$ cat config.mk
export PLATFORM = sky130hd
export DESIGN_NAME = hit_tracker
export DESIGN_NICKNAME = d
export VERILOG_FILES = /design/src/rtl/wam_pkg.sv /design/src/rtl/edge_detect.sv /design/src/rtl/hit_tracker.sv
export SDC_FILE = /design/constraint.sdc
export NUM_CORES = 1
export LEC_CHECK = 0
export CAP_MARGIN = 20
export CELL_PAD_IN_SITES_DETAIL_PLACEMENT = 1
export CELL_PAD_IN_SITES_GLOBAL_PLACEMENT = 1
export CORE_MARGIN = 2
export CORE_UTILIZATION = 36
export CTS_CLUSTER_DIAMETER = 100
export DETAILED_ROUTE_END_ITERATION = 10
export GPL_TIMING_DRIVEN = 0
export PLACE_DENSITY_LB_ADDON = 0.2
export SYNTH_ARGS = -nofsm -noshare
export SYNTH_HDL_FRONTEND = slang
export SYNTH_SLANG_ARGS = --single-unit
$ cat constraint.sdc
create_clock -name CLOCK_50 -period 3.7 [get_ports CLOCK_50]
set_clock_uncertainty 0.15 [all_clocks]
set_input_delay 0.37 -clock CLOCK_50 [delete_from_list [all_inputs] [get_ports CLOCK_50]]
set_output_delay 0.37 -clock CLOCK_50 [all_outputs]
set_load 0.02 [all_outputs]
$ cat src/rtl/wam_pkg.sv
// Shared types and defaults for the whack-a-mole hit tracker.
package wam_pkg;

   localparam int SCORE_W_DEF    = 6;
   localparam int NUM_LIGHTS_DEF = 9;

   typedef enum logic [1:0] {
      ST_IDLE   = 2'd0,
      ST_ARMED  = 2'd1,
      ST_SCORED = 2'd2,
      ST_LOCKED = 2'd3
   } trk_state_t;

endpackage

$ cat src/rtl/edge_detect.sv
// Rising-edge detector for a held key level; stays quiet until the level
// has been seen low once after reset, so a key held through reset is not a press.
module edge_detect (
   input  logic CLOCK_50,
   input  logic reset,
   input  logic sig,
   output logic rise
);

   logic sig_q;
   logic seen_low;

   always_ff @(posedge CLOCK_50 or negedge reset) begin
      if (!reset) begin
         sig_q    <= 1'b0;
         seen_low <= 1'b0;
      end else begin
         sig_q <= sig;
         if (!sig)
            seen_low <= 1'b1;
      end
   end

   assign rise = sig & ~sig_q & seen_low;

endmodule

$ cat src/rtl/hit_tracker.sv
// Scores key presses against the lit position: points, misses and lives.
//   state     | meaning
//   ST_IDLE   | no light armed
//   ST_ARMED  | light lit, not yet hit
//   ST_SCORED | current light already hit
//   ST_LOCKED | out of lives, waiting for clear or reset
module hit_tracker
   import wam_pkg::*;
#(
   parameter int SCORE_W    = SCORE_W_DEF,
   parameter int NUM_LIGHTS = NUM_LIGHTS_DEF
) (
   input  logic               CLOCK_50,
   input  logic               reset,
   input  logic               clear_n,
   input  logic               enable,
   input  logic               use_lives,
   input  logic [1:0]         lives_init,
   input  logic               light_new,
   input  logic [3:0]         light_pos,
   input  logic               valid_key,
   input  logic [3:0]         key,
   output logic [SCORE_W-1:0] total_points,
   output logic [SCORE_W-1:0] misses,
   output logic [1:0]         lives_left,
   output logic               hit,
   output logic               out_of_lives
);

   localparam logic [SCORE_W-1:0] CNT_MAX = '1;
   localparam logic [4:0]         NUM_L   = 5'(NUM_LIGHTS);

   trk_state_t         state;
   logic               press;
   logic               key_ok;
   logic [1:0]         n_miss;
   logic [SCORE_W:0]   pts_sum;
   logic [SCORE_W:0]   mis_sum;
   logic [SCORE_W-1:0] pts_next;
   logic [SCORE_W-1:0] mis_next;
   logic [1:0]         lives_next;
   logic               lose_all;

   edge_detect u_key_edge (
      .CLOCK_50 (CLOCK_50),
      .reset    (reset),
      .sig      (valid_key),
      .rise     (press)
   );

   // A light change while armed always costs the outgoing light, and the
   // press in that same cycle is judged against the incoming position.
   always_comb begin
      key_ok     = ({1'b0, key} < NUM_L) && (key == light_pos);
      n_miss     = {1'b0, light_new} + {1'b0, press & ~key_ok};
      pts_sum    = {1'b0, total_points} + {{SCORE_W{1'b0}}, press & key_ok};
      mis_sum    = {1'b0, misses} + {{(SCORE_W-1){1'b0}}, n_miss};
      pts_next   = pts_sum[SCORE_W] ? CNT_MAX : pts_sum[SCORE_W-1:0];
      mis_next   = mis_sum[SCORE_W] ? CNT_MAX : mis_sum[SCORE_W-1:0];
      lose_all   = use_lives && (n_miss != 2'd0) && (lives_left <= n_miss);
      lives_next = lives_left;
      if (use_lives)
         lives_next = lose_all ? 2'd0 : (lives_left - n_miss);
   end

   always_ff @(posedge CLOCK_50 or negedge reset) begin
      if (!reset) begin
         state        <= ST_IDLE;
         total_points <= '0;
         misses       <= '0;
         lives_left   <= 2'd3;
         hit          <= 1'b0;
         out_of_lives <= 1'b0;
      end else if (!clear_n) begin
         state        <= ST_IDLE;
         total_points <= '0;
         misses       <= '0;
         lives_left   <= lives_init;
         hit          <= 1'b0;
         out_of_lives <= 1'b0;
      end else begin
         hit <= 1'b0;
         if (!enable) begin
            // A locked game stays locked; only a clear brings it back.
            if (state != ST_LOCKED)
               state <= ST_IDLE;
         end else begin
            case (state)
               ST_IDLE: begin
                  if (light_new)
                     state <= ST_ARMED;
               end
               ST_ARMED: begin
                  total_points <= pts_next;
                  misses       <= mis_next;
                  lives_left   <= lives_next;
                  if (press && key_ok) begin
                     hit   <= 1'b1;
                     state <= ST_SCORED;
                  end
                  if (lose_all) begin
                     out_of_lives <= 1'b1;
                     state        <= ST_LOCKED;
                  end
               end
               ST_SCORED: begin
                  if (light_new)
                     state <= ST_ARMED;
               end
               ST_LOCKED: ;
               default: state <= ST_IDLE;
            endcase
         end
      end
   end

endmodule

==> out/metrics.csv <==
stage;metric;value;unit
placement;dp_slack;0.08239;ns
cts;cts_tree;done;
setup_path;crit_required;3.81;ns
die;ios;33;
route;drc;0;
synth;yosys_warnings;0;
sta;setup-violations-final;0;
cts;post-cts-setup-buffers;0;
cts;clkSinkCount;20;
synth;post_synth_num_cell_types;41;
synth;avgSynthCellArea;9.538;um^2
cells_and_area;multiInputGateArea;664.4;um^2
sta;clock.fmax;0.3060;GHz
route;vias;1121;
setup_path;path_cells;clkdlybuf4s50_1 > xor2_1 > or3_4 > a211oi_4 > or2_2 > ha_1 > ha_1 > inv_1 > fa_1 > nor2b_1 > nand2b_1 > or3b_1 > and3_1;
cells_and_area;fillers;402;
route;wire_per_inst;14.83;um
sta;worst_slew_margin_rel;36.77;%
synth;yosys_register_bits;20;
min_path;hold_depth;1;
setup_path;slowest_delay;0.43;ns
die;rows;21;
sta;final_max_slew_viol_count;0;
cts;path_clk_slew;0.12;ns
route;viasPerCell;5.288;
min_path;worst_hold_path_type;reg2reg;
power_and_ir_drop;powerDensity;272.8;nW/um^2
global_routing;grt_max_degree;21;
synth;ys_seq_area_share;40.57;%
sta;setup_tns;0;ns
die;die_w;62.69;um
cells_and_area;drive_gt1_share;7.831;%
placement;io_buffers;32;
cts;cts-buffers-inserted;3;
cells_and_area;regArea;503.0;um^2
cells_and_area;diodes;0;
global_routing;grt_pass1_wl;5.582;mm
die;die-area;3929;um^2
setup_path;crit_cells;13;
setup_path;cp_slowest_cell;clkdlybuf4s50_1;
sta;postLayoutSetupSlackWorst;0.4322;ns
sta;hold_viol;0;
job;maxCapViolations;0;
sta;finalHoldWorstSlack;0.3322;ns
synth;synth_edf_count;0;
setup_path;arrival;3.38;ns
global_routing;gr-usage-all-layers;17.72;%
global_routing;grt-ovfl-total;0;
setup_path;cp-end-kind;flop;
synth;ys.flop_type;dfrtp_1;
route;dr.pass1.iters;4;
setup_path;crit_family;simple AND/OR/NAND/NOR gates;
synth;syn_nets;157;
global_routing;first_global_vias;1211;
setup_path;ff2ff_path_depth;10;
synth;syn_inst;130;
synth;synthTopCellsByArea;dfrtp_1, ha_1, inv_1, dfstp_2, fa_1;
placement;dp_hpwl;2.418;mm
sta;grt_setup_unrepaired;no;
setup_path;crit_path_frequent_cell;ha_1;
synth;ys_async_sr_fraction;100.0;%
cells_and_area;layout.nets;194;
synth;synth_area_leader_cell;dfrtp_1;
power_and_ir_drop;ir_drop;0.0001008;V
cts;clockBufferDepth;2;
synth;synth_area;1240;um^2
setup_path;crit_type;in2reg;
global_routing;antenna_found_initial;0;
cts;clock_latency;0.31;ns
sta;fin_crit;3.268;ns
die;initial_core_util;37.45;%
cts;ctsResizeCount;0;
sta;tightestPinTransition;0.9455;ns
cells_and_area;utilization;49.96;%
setup_path;r2r_slack;0.84;ns
route;ant_nets;0;
route;drtIter0Drc;13;
cts;htreeDepth;1;
setup_path;crit_buf_inv;2;
status;status;finished, final reports clean;
cells_and_area;area_delta_synth_final;33.40;%
placement;gp_congestion;0.8031;
cts;ctsHoldBuffers;0;
cts;cts_root_buf;clkbuf_4;
power_and_ir_drop;power_leakage;0.7209;nW
synth;synth_top_area_share;36.33;%
sta;fin_crit_sh;88.32;%
route;finalWirelength;3.143;mm
setup_path;startpoint_type;input pin;
die;die_h;62.69;um
die;fp.coreArea;3311;um^2
setup_path;critPathMaxFanout;6;
==> routing by layer <==
metal,up-vias,wire [um],track usage (%)
met5,-,0,0
met4,0,26,5.833
met3,4,115,3.604
met2,25,1576,31.45
met1,558,1423,21.35
li1,534,-,-
==> cell type report <==
type / count / area share [%]
Tap cell: 46 / 3.480
Buffer: 3 / 0.9834
Multi-Input combinational cell: 92 / 40.17
Inverter: 15 / 3.404
Timing Repair Buffer: 32 / 19.36
Sequential cell: 20 / 30.41
Clock buffer: 4 / 2.194
==> cell families (layout without fill, tap and decap cells) <==
family                     count (synthesis)  after routing  share of synthesized area [%]
buffers and inverters                     18             54                          5.852
AOI/OAI and AO/OA                         28             28                          16.65
xor gates and xnor gates                   4              4                          2.825
adders and majority gates                 10             10                          11.30
and+or+nand+nor                           50             50                          22.81
DFF                                       20             20                          40.56
==> path summary, 6_finish.rpt <==
path | from | endpoint
max in group asynchronous | reset | state[0]
max | key[1] | misses[3]
min | u_key_edge.seen_low | u_key_edge.seen_low
max reg2reg | u_key_edge.sig_q | misses[3]
min reg2reg | u_key_edge.seen_low | u_key_edge.seen_low
min in group asynchronous | reset | misses[3]
==> metrics by stage <==
stage	cell area [um^2]	instances	total power [W]
after CTS	1654	212	0.0004574
after detailed placement	1618	208	0.0003226
after global placement	1618	208	0.0003179
after floorplan	1240	130	0.0002763
after global routing	1654	212	0.0004782
final	1654	212	0.0004512
==> flip-flops by register name, indices dropped and copies added, names as in the netlist <==
name and cells:
hit 1, lives_left 2, misses 6, out_of_lives 1, state 2, total_points 6, u_key_edge.seen_low 1, u_key_edge.sig_q 1
==> power breakdown <==
| part | internal, W | switching (W) | total, W |
|---|---|---|---|
| Combinational | 0.0000408 | 0.0000450 | 0.0000858 |
| Sequential | 0.000226 | 0.00000553 | 0.000231 |
| Clock | 0.0000601 | 0.0000740 | 0.000134 |
| Total | 0.000327 | 0.000125 | 0.000451 |
==> cells in the mapped netlist, types with 3 or more instances <==
master and instances:
nor2_1 6, and3_1 4, a31oi_1 3, o21ai_0 5, a21oi_1 5, nand2_1 10
dfrtp_1 18, nor3_1 8, ha_1 8, nand3_1 6, xor2_1 4, inv_1 15
==> worst reg2reg max path: stages (launching register included) <==
cell and delay (ns):
dfrtp_1 0.37, nand3b_1 0.25, or2_2 0.34, ha_1 0.32
ha_1 0.17, inv_1 0.05, fa_1 0.38, nor2b_1 0.30
nand2b_1 0.16, or3b_1 0.18, and3_1 0.13
==> layout by cell type (no fill, tap or decap), types with 2 or more instances in the layout <==
master           synthesis  final
clkdlybuf4s50_1          0     32
dfstp_2                  2      2
o21ai_0                  5      5
nand2_1                 10     10
clkbuf_4                 0      3
nor2b_1                  2      2
nor3_1                   8      8
nand4_1                  2      2
a21oi_1                  5      5
ha_1                     8      8
inv_1                   15     15
o21a_1                   2      2
nor2_1                   6      6
nand3_1                  6      6
nand2b_1                 2      2
nor3b_1                  2      2
o221ai_1                 2      2
and3_1                   4      4
a31oi_1                  3      3
a311oi_1                 2      2
xor2_1                   4      4
dfrtp_1                 18     18
fa_1                     2      2
(Power assumes the default switching activity.)
